### src/rtl/unidad_busqueda_pkg.sv
// Shared types and constants for the instruction fetch unit.
package paquete_cpu;

  localparam int ANCHO_INST = 32;
  localparam logic [31:0] INC_PC = 32'd4;

  // Fetch controller states: BUSCAR fetches, ERROR halts fetching until reset.
  typedef enum logic {
    BUSCAR = 1'b0,
    ERROR  = 1'b1
  } estado_t;

  // One buffered instruction together with the address it was fetched from.
  typedef struct packed {
    logic [31:0]           pc;
    logic [ANCHO_INST-1:0] inst;
  } entrada_t;

endpackage

### src/rtl/unidad_busqueda_if.sv
// Fetch unit bus: instruction-memory read port, redirect input and decode handshake.
interface unidad_busqueda_if;
  import paquete_cpu::*;

  logic [31:0]           Dir;
  logic [ANCHO_INST-1:0] Inst;
  logic                  salto_valido;
  logic [31:0]           salto_dir;
  logic                  inst_valida;
  logic [ANCHO_INST-1:0] inst_out;
  logic [31:0]           pc_out;
  logic                  dec_listo;
  logic                  error_dir;
  logic [31:0]           contador_inst;

  // Fetch unit side.
  modport master (
    output Dir, inst_valida, inst_out, pc_out, error_dir, contador_inst,
    input  Inst, salto_valido, salto_dir, dec_listo
  );

  // Memory / execute / decode side.
  modport slave (
    input  Dir, inst_valida, inst_out, pc_out, error_dir, contador_inst,
    output Inst, salto_valido, salto_dir, dec_listo
  );

endinterface

### src/rtl/unidad_busqueda_fifo.sv
// fifo_busqueda: 2-entry synchronous FIFO of {pc, inst}. Flush beats push and pop.
module fifo_busqueda
  import paquete_cpu::*;
#(
  parameter int PROF = 2
) (
  input  logic     clk,
  input  logic     rst_n,
  input  logic     push,
  input  logic     pop,
  input  logic     flush,
  input  entrada_t dato_in,
  output entrada_t dato_out,
  output logic     lleno,
  output logic     vacio
);

  entrada_t    mem [2];
  logic        rd_ptr;
  logic        wr_ptr;
  logic [1:0]  cuenta;

  // Storage, pointers and occupancy; a push into a full buffer is only issued alongside a pop.
  always_ff @(posedge clk or negedge rst_n) begin
    if (!rst_n) begin
      // NOTE: storage is reset too so the head presents zeros (inst_out/pc_out) after reset.
      mem[0] <= '0;
      mem[1] <= '0;
      rd_ptr <= 1'b0;
      wr_ptr <= 1'b0;
      cuenta <= 2'd0;
    end else if (flush) begin
      rd_ptr <= 1'b0;
      wr_ptr <= 1'b0;
      cuenta <= 2'd0;
    end else begin
      if (push) begin
        mem[wr_ptr] <= dato_in;
        wr_ptr      <= ~wr_ptr;
      end
      if (pop) begin
        rd_ptr <= ~rd_ptr;
      end
      case ({push, pop})
        2'b10:   cuenta <= cuenta + 2'd1;
        2'b01:   cuenta <= cuenta - 2'd1;
        default: cuenta <= cuenta;
      endcase
    end
  end

  assign dato_out = mem[rd_ptr];
  assign lleno    = (cuenta == 2'(PROF));
  assign vacio    = (cuenta == 2'd0);

endmodule

### src/rtl/unidad_busqueda.sv
// unidad_busqueda: instruction fetch unit. Drives Dir=PC, captures Inst in the same cycle
// and queues {pc, inst} for decode. Redirects flush the queue; illegal addresses halt fetch.
// Optional delivered-instruction counter enabled by UNIDAD_BUSQUEDA_CONTADOR_EN.
module unidad_busqueda
  import paquete_cpu::*;
#(
  parameter logic [31:0] DIR_RESET = 32'h0,
  parameter int unsigned MEM_BYTES = 1000,
  parameter int          PROF_FIFO = 2
) (
  input logic                clk,
  input logic                rst_n,
  unidad_busqueda_if.master  bus
);

  localparam logic [31:0] PC_MAX = 32'(MEM_BYTES - 4);

  estado_t     estado_q, estado_d;
  logic [31:0] pc_q, pc_d;
  logic        error_q, error_d;
  logic        push, pop, flush;
  logic        lleno, vacio;
  entrada_t    cabeza;

  // State, PC and sticky error registers.
  always_ff @(posedge clk or negedge rst_n) begin
    if (!rst_n) begin
      estado_q <= BUSCAR;
      pc_q     <= DIR_RESET;
      error_q  <= 1'b0;
    end else begin
      // NOTE: non-blocking assignments keep every register sampling pre-edge values.
      estado_q <= estado_d;
      pc_q     <= pc_d;
      error_q  <= error_d;
    end
  end

  // Next state, next PC and FIFO control; redirect overrides push and pop.
  always_comb begin
    // NOTE: defaults first so every path assigns every output and no latch is inferred.
    estado_d = estado_q;
    pc_d     = pc_q;
    error_d  = error_q;
    push     = 1'b0;
    flush    = 1'b0;
    pop      = !vacio && bus.dec_listo;
    if (estado_q == BUSCAR) begin
      if (bus.salto_valido) begin
        flush = 1'b1;
        pop   = 1'b0;
        if (bus.salto_dir[1:0] == 2'b00 && bus.salto_dir <= PC_MAX) begin
          pc_d = bus.salto_dir;
        end else begin
          error_d  = 1'b1;
          estado_d = ERROR;
        end
      end else if (pc_q > PC_MAX) begin
        error_d  = 1'b1;
        estado_d = ERROR;
      end else if (!lleno || pop) begin
        push = 1'b1;
        pc_d = pc_q + INC_PC;
      end
    end
  end

  fifo_busqueda #(.PROF(PROF_FIFO)) u_fifo (
    .clk      (clk),
    .rst_n    (rst_n),
    .push     (push),
    .pop      (pop),
    .flush    (flush),
    .dato_in  ('{pc: pc_q, inst: bus.Inst}),
    .dato_out (cabeza),
    .lleno    (lleno),
    .vacio    (vacio)
  );

  assign bus.Dir         = pc_q;
  assign bus.inst_valida = !vacio;
  assign bus.inst_out    = cabeza.inst;
  assign bus.pc_out      = cabeza.pc;
  assign bus.error_dir   = error_q;

`ifdef UNIDAD_BUSQUEDA_CONTADOR_EN
  logic [31:0] contador_q;

  // Delivered-instruction counter, wraps modulo 2^32.
  always_ff @(posedge clk or negedge rst_n) begin
    if (!rst_n) begin
      contador_q <= 32'd0;
    end else if (pop) begin
      contador_q <= contador_q + 32'd1;
    end
  end

  assign bus.contador_inst = contador_q;
`else
  assign bus.contador_inst = 32'd0;
`endif

endmodule
### src/flat_wrapper.sv
// flat-port wrapper written by rule: the top's interface ports become plain ports
module unidad_busqueda_flat import paquete_cpu::*;
#(
  parameter logic [31:0] DIR_RESET = 32'h0,
  parameter int unsigned MEM_BYTES = 1000,
  parameter int          PROF_FIFO = 2
)
  (clk, rst_n, bus_Dir, bus_inst_valida, bus_inst_out, bus_pc_out, bus_error_dir, bus_contador_inst, bus_Inst, bus_salto_valido, bus_salto_dir, bus_dec_listo);
  unidad_busqueda_if bus_i ();
  input logic clk;
  input logic rst_n;
  output wire logic [$bits(bus_i.Dir)-1:0] bus_Dir;
  output wire logic [$bits(bus_i.inst_valida)-1:0] bus_inst_valida;
  output wire logic [$bits(bus_i.inst_out)-1:0] bus_inst_out;
  output wire logic [$bits(bus_i.pc_out)-1:0] bus_pc_out;
  output wire logic [$bits(bus_i.error_dir)-1:0] bus_error_dir;
  output wire logic [$bits(bus_i.contador_inst)-1:0] bus_contador_inst;
  input wire logic [$bits(bus_i.Inst)-1:0] bus_Inst;
  input wire logic [$bits(bus_i.salto_valido)-1:0] bus_salto_valido;
  input wire logic [$bits(bus_i.salto_dir)-1:0] bus_salto_dir;
  input wire logic [$bits(bus_i.dec_listo)-1:0] bus_dec_listo;
  assign bus_Dir = bus_i.Dir;
  assign bus_inst_valida = bus_i.inst_valida;
  assign bus_inst_out = bus_i.inst_out;
  assign bus_pc_out = bus_i.pc_out;
  assign bus_error_dir = bus_i.error_dir;
  assign bus_contador_inst = bus_i.contador_inst;
  assign bus_i.Inst = bus_Inst;
  assign bus_i.salto_valido = bus_salto_valido;
  assign bus_i.salto_dir = bus_salto_dir;
  assign bus_i.dec_listo = bus_dec_listo;
  unidad_busqueda #(.DIR_RESET(DIR_RESET), .MEM_BYTES(MEM_BYTES), .PROF_FIFO(PROF_FIFO)) u_core (.clk(clk), .rst_n(rst_n), .bus(bus_i));
endmodule
### config.mk
export PLATFORM = sky130hd
export DESIGN_NAME = unidad_busqueda_flat
export DESIGN_NICKNAME = d
export VERILOG_FILES = /design/src/rtl/unidad_busqueda_pkg.sv /design/src/rtl/unidad_busqueda_if.sv /design/src/rtl/unidad_busqueda_fifo.sv /design/src/rtl/unidad_busqueda.sv /design/src/flat_wrapper.sv
export SDC_FILE = /design/constraint.sdc
export NUM_CORES = 1
export LEC_CHECK = 0
export CORE_AREA = 2 2 154 156
export CTS_CLUSTER_SIZE = 8
export DETAILED_ROUTE_END_ITERATION = 10
export DIE_AREA = 0 0 156 158
export PLACE_DENSITY = 0.64
export SLEW_MARGIN = 15
export SYNTH_ARGS = -nofsm -noshare
export SYNTH_HDL_FRONTEND = slang
export SYNTH_HIERARCHICAL = 1
export SYNTH_SLANG_ARGS = --single-unit
### constraint.sdc
create_clock -name clk -period 3.2 [get_ports clk]
set_input_delay 0.64 -clock clk [delete_from_list [all_inputs] [get_ports clk]]
set_output_delay 0.64 -clock clk [all_outputs]
set_load 0.005 [all_outputs]
# Yosys cells after proc, flatten, opt, wreduce, memory -nomap -nowiden
# Index checks and enable logic that the tools add are counted.
[classes]
addsub = 3
order_cmp = 5
n_eq_ne = 6
n_mux = 31
bitwise = 6
n_reduce_logical = 16
[ops]
columns = ["cell", "count"]
rows = [
  ["64-bit 2-to-1 mux", 4],
  ["128-bit bitwise mux", 1],
  ["32-bit 2-to-1 mux", 4],
  ["64-bit demux with 1-bit select", 1],
  ["32-bit by 3-bit adder with 32-bit output, second input constant", 1],
  ["32-bit by 10-bit > comparator with 1-bit output, second input constant", 1],
  ["32-bit by 10-bit less-or-equal comparator with 1-bit output, second input constant", 1],
  ["1-bit 2-to-1 mux", 19],
  ["2-bit nonzero test", 4],
  ["2-bit == test, second input constant", 2],
  ["2-bit greater-or-equal comparator, second input constant", 2],
  ["2-bit zero test", 2],
  ["2-bit inequality test, second input constant", 2],
  ["1-bit NOT", 4],
  ["1-bit NOT with 2-bit output", 2],
  ["2-bit one-hot mux with 2 select lines", 1],
  ["4-bit AND reduction", 1],
  ["1-bit logical AND", 3],
  ["3-bit AND reduction", 1],
  ["3-bit nonzero test", 1],
  ["2-bit by 1-bit adder with 2-bit output, second input constant", 1],
  ["2-bit by 1-bit == test with 1-bit output, second input constant", 1],
  ["1-bit zero test", 2],
  ["2-bit by 1-bit < comparator with 1-bit output, second input constant", 1],
  ["other kinds (5)", 5],
]
[word_totals]
reg_bits = 166
in_bits = 68
output_inout_bits = 130
word_cells = 77

# Logic depth before layout (Yosys ltp)
[depth]
word_depth = 11
mapped_depth = 11
ltp_nobuf = 9

# By module
# The synthesis kept the hierarchy.
[modules_own_cells]
columns = ["mod", "n_inst", "cells_per_inst", "area_each_um2", "seq_area_each_um2"]
rows = [
  ["fifo_busqueda", 1, 361, 6043.3, 3303.2],
  ["unidad_busqueda", 1, 186, 1891.8, 850.8],
]

# Worst setup path before layout
# OpenSTA, ideal clock, no wires.
[synth_timing]
path_type = "input to register"
startpoint = "input bus_salto_valido"
endpoint = "register u_core/u_fifo/mem[100] (netlist name)"
arrival_time_ns = 2.802
slack_ns = 0.273
cell_stages = 9
path_buffers = 3
cell_sequence = "nor4_1 > nand2_1 > or3_1 > buf_6 > nor3_1 > nor3b_2 > buf_6 > buf_12 > mux2_4"
[synth_lines]
columns = ["element", "line", "rtl"]
rows = [
  ["start, declared", "flat_wrapper.sv:19", "input wire logic [$bits(bus_i.salto_valido)-1:0] bus_salto_valido;"],
  ["1-bit 2-to-1 mux", "unidad_busqueda.sv:49", "if (bus.salto_valido) begin"],
  ["1-bit 2-to-1 mux", "unidad_busqueda.sv:48", "if (estado_q == BUSCAR) begin"],
  ["named net u_core.push", "unidad_busqueda.sv:21", "logic push, pop, flush;"],
  ["2-bit AND reduction (no line)", "-", ""],
  ["end signal, assigned by index", "unidad_busqueda_fifo.sv:38", "mem[wr_ptr] <= dato_in;"],
  ["end, declared", "unidad_busqueda_fifo.sv:18", "entrada_t mem [2];"],
]
# The timed path passes the listed nets, and every way through them passes these cells.
# A chain may end at the register's enable or synchronous reset.

# Worst setup path in the final report
[layout_timing]
startpoint = "register u_core.pc_q[2], in the netlist u_core/bus.Dir[2]"
endpoint = "register u_core/u_fifo/mem[48] (netlist name)"
[layout_between]
elab_chain_cells = 5
[layout_lines]
columns = ["element", "line", "rtl"]
rows = [
  ["start, declared", "unidad_busqueda.sv:19", "logic [31:0] pc_q, pc_d;"],
  ["start signal, assigned", "unidad_busqueda.sv:34", "pc_q <= pc_d;"],
  ["32-bit by 10-bit > comparator with 1-bit output", "unidad_busqueda.sv:58", "end else if (pc_q > PC_MAX) begin"],
  ["1-bit 2-to-1 mux", "unidad_busqueda.sv:58", ""],
  ["1-bit 2-to-1 mux", "unidad_busqueda.sv:49", ""],
  ["1-bit 2-to-1 mux", "unidad_busqueda.sv:48", ""],
  ["named net u_core.push", "unidad_busqueda.sv:21", ""],
  ["2-bit AND reduction (no line)", "-", ""],
]
# The timed path passes the listed nets, and every way through them passes these cells.

==> impl_metrics.tcl <==
set metrics [dict create \
    status "complete, no violations" \
    final_cell_mix "dfrtp_1 (165), clkdlybuf4s50_1 (164), mux2_2 (132)" \
    post-route-period-util_pct 96.6 \
    p_switching_mw 1.24 \
    firstDrtPassIters 4 \
    cts_resized 0 \
    critPathArrivalTime_ns 3.40 \
    ys_ff_latch 166 \
    vias 4881 \
    combPwrFrac_pct 11.2 \
    grt_pass1_wl_um 28100 \
    drv_cap 0 \
    swShare_pct 25.8 \
    fin_setup_tns_ns 0 \
    clockRootBuffer "clkbuf_16" \
    slew_viol_final 0 \
    setup_viol 0 \
    worst-slew-pin-transition_ns 0.739 \
    multi_input_area_um2 3350 \
    cp-end-kind "flop" \
    fillers 2121 \
    grtUsageTotal_pct 14.8 \
    ir_drop_v 0.000342 \
    synth_area_um2 7940 \
    drt-total-wl_um 17800 \
    ioPinCount 198 \
    post-route-util_pct 45.1 \
    synth_warnings 6 \
    grt.overflow.total 0 \
    fmax_ghz 0.323 \
    dp_hpwl_um 11900 \
    cts.sinks 166 \
    postRouteAntennaNets 0 \
    drt_iter0_markers 237 \
    cts_buffer_depth 2 \
    synth.avg_cell_area_um2 14.5 \
    hold_viol_final 0 \
    core_area_um2 23100 \
    diodes 0 \
    syn-instance-count 547 \
    cts_made_buffers 17 \
    synthDistinctLibCells 46 \
    cts_tree "done" \
    max_slew_margin_pct 49.4 \
    cts.reportedPaths.clkPinSlew_ns 0.07 \
    pwr-share-seq_pct 46.4 \
    pwr_density_cell_nw_per_um2 464 \
    postCtsHoldBufs 0 \
    final.setup.worst_slack_ns 0.109 \
    startpoint_type "flop" \
    start_util_pct 34.4 \
    grt_start_max_net_pins 62 \
    final_common_cell "dfrtp_1" \
    rows 56 \
    yosysSeqAreaShare_pct 52.3 \
    layout_min_cycle_time_ns 3.09 \
    port_buffers 165 \
    p_int_mw 3.58 \
    hold_class "in2async" \
    clk-insertion-delay-late_ns 0.43 \
    fin_nets 795 \
    dieArea_um2 24600 \
    worst-setup-path-type "reg2reg" \
    grt_setup_unrepaired "false" \
    die_h_um 158 \
    place_ws_ns 0.0269 \
    skew_ns 0.0142 \
    gp_congestion 0.815 \
    drc 0 \
    drive_gt1_share_pct 34.7 \
    die_w_um 156 \
    htreeDepth 4 \
    antenna_found_initial 0 \
    syn2layout_area_growth_pct 30.9 \
    post-cts-setup-buffer-count 0 \
    cp_max_fo 44 \
    regArea_um2 4160 \
    pwr-share-clk_pct 42.4 \
    wl_per_cell_um 17.3 \
    post_drt_via_cell_ratio 4.75 \
    worst_ep_required_time_ns 3.51 \
    first_global_vias 5046 \
    p_leak_nw 4.88 \
]
==> final cells by class <==
| cell class | instances | area share (%) |
|---|---|---|
| Multi-Input combinational cell | 343 | 32.2 |
| Timing Repair Buffer | 188 | 18.4 |
| Sequential cell | 166 | 40.0 |
| Clock buffer | 19 | 4.17 |
| Tap cell | 290 | 3.49 |
| Clock inverter | 13 | 1.42 |
| Inverter | 8 | 0.289 |
==> cells in the mapped netlist (all sizes together) <==
library cell	count	area, um^2
a2111oi	1	8.76
a211o	1	17.5
a211oi	7	52.6
a21o	1	7.51
a21oi	6	30.0
a22oi	1	7.51
a32oi	4	35.0
a41oi	2	17.5
and2	12	75.1
and3	1	6.26
and3b	1	10.0
buf	57	519
clkbuf	4	15.0
conb	1	3.75
dfrtp	166	4150
ha	3	37.5
inv	8	30.0
mux2	192	2390
mux2i	3	30.0
nand2	4	15.0
nand2b	1	6.26
nand3	2	10.0
nand3b	1	7.51
nand4	4	25.0
nor2	12	45.0
nor2b	17	106
nor3	4	20.0
nor3b	3	27.5
nor4	10	87.6
nor4b	2	23.8
o21ai	2	10.0
o21bai	1	7.51
o22a	2	17.5
o22ai	4	25.0
o2bb2ai	1	8.76
or3	2	12.5
xnor2	3	26.3
xor2	1	8.76
==> routing by layer <==
metal  part of all wire [%]  wire (um)  vias to the layer above  GRT usage (%)
li1                       -          -                     2237              -
met4                    1.1        195                        0           3.93
met1                     48       8470                     2485           20.6
met2                     46       8260                      146           23.1
met5                      0          0                        -              0
met3                    5.0        886                       13           3.64
==> flip-flops by register name (all words and copies together), names as in the netlist <==
name and flops:
u_core/u_fifo/wr_ptr 1, u_core/u_fifo/mem 128, u_core/u_fifo/cuenta 2, u_core/estado_q 1
u_core/bus.error_dir 1, u_core/bus.Dir 32, u_core/u_fifo/rd_ptr 1
==> power by group through the flow <==
stage	logic [mW]	clock network [mW]	registers, mW
after detailed placement	0.544	0	2.28
final	0.540	2.05	2.24
after CTS	0.545	2.11	2.24
after floorplan	0.392	0	2.17
after global placement	0.541	0	2.28
after global routing	0.584	2.20	2.25
==> final timing paths <==
path	cells after the start	slack [ns]	end	from
worst max-delay path	9	0.11	u_core/u_fifo/mem[48]$_DFFE_PN0P_	u_core/bus.Dir[2]$_DFFE_PN0P_
worst max register to register	9	0.11	u_core/u_fifo/mem[48]$_DFFE_PN0P_	u_core/bus.Dir[2]$_DFFE_PN0P_
min in group clk	1	0.48	u_core/bus.error_dir$_DFFE_PN0P_	u_core/bus.error_dir$_DFFE_PN0P_
worst min register to register	1	0.48	u_core/bus.error_dir$_DFFE_PN0P_	u_core/bus.error_dir$_DFFE_PN0P_
max in group asynchronous	2	2.33	u_core/bus.Dir[28]$_DFFE_PN0P_	rst_n
worst min-delay path	1	0.17	u_core/bus.Dir[5]$_DFFE_PN0P_	rst_n
==> cell families after synthesis <==
kind of cell               Yosys count  share of synthesized area [%]
muxes                              195                           30.5
other                                1                         0.0473
DFF                                166                           52.3
buffers and inverters               69                           7.11
AOI/OAI and AO/OA                   33                           3.09
xor gates and xnor gates             4                          0.442
adders and majority gates            3                          0.473
and+or+nand+nor                     76                           6.02
==> through the flow <==
step	area [um^2]	power [mW]	std cells	hold slack (ns)
finish	10400	4.82	1027	0.169
global route	10400	5.03	1027	0.181
CTS	10400	4.90	1027	0.159
detailed placement	9810	2.83	995	0.471
global placement	9810	2.82	995	0.481
floorplan	8050	2.56	578	0.344
==> worst max-delay path, cell delays in order, from the launching register on <==
cell	delay, ns
dfrtp_1	0.51
ha_1	0.26
nor4b_1	0.15
a2111oi_0	0.69
or3_1	0.22
nor3_1	0.06
buf_4	0.18
nand3b_1	0.20
buf_12	0.30
mux2_2	0.39
Power figures use the tool's default switching activity.
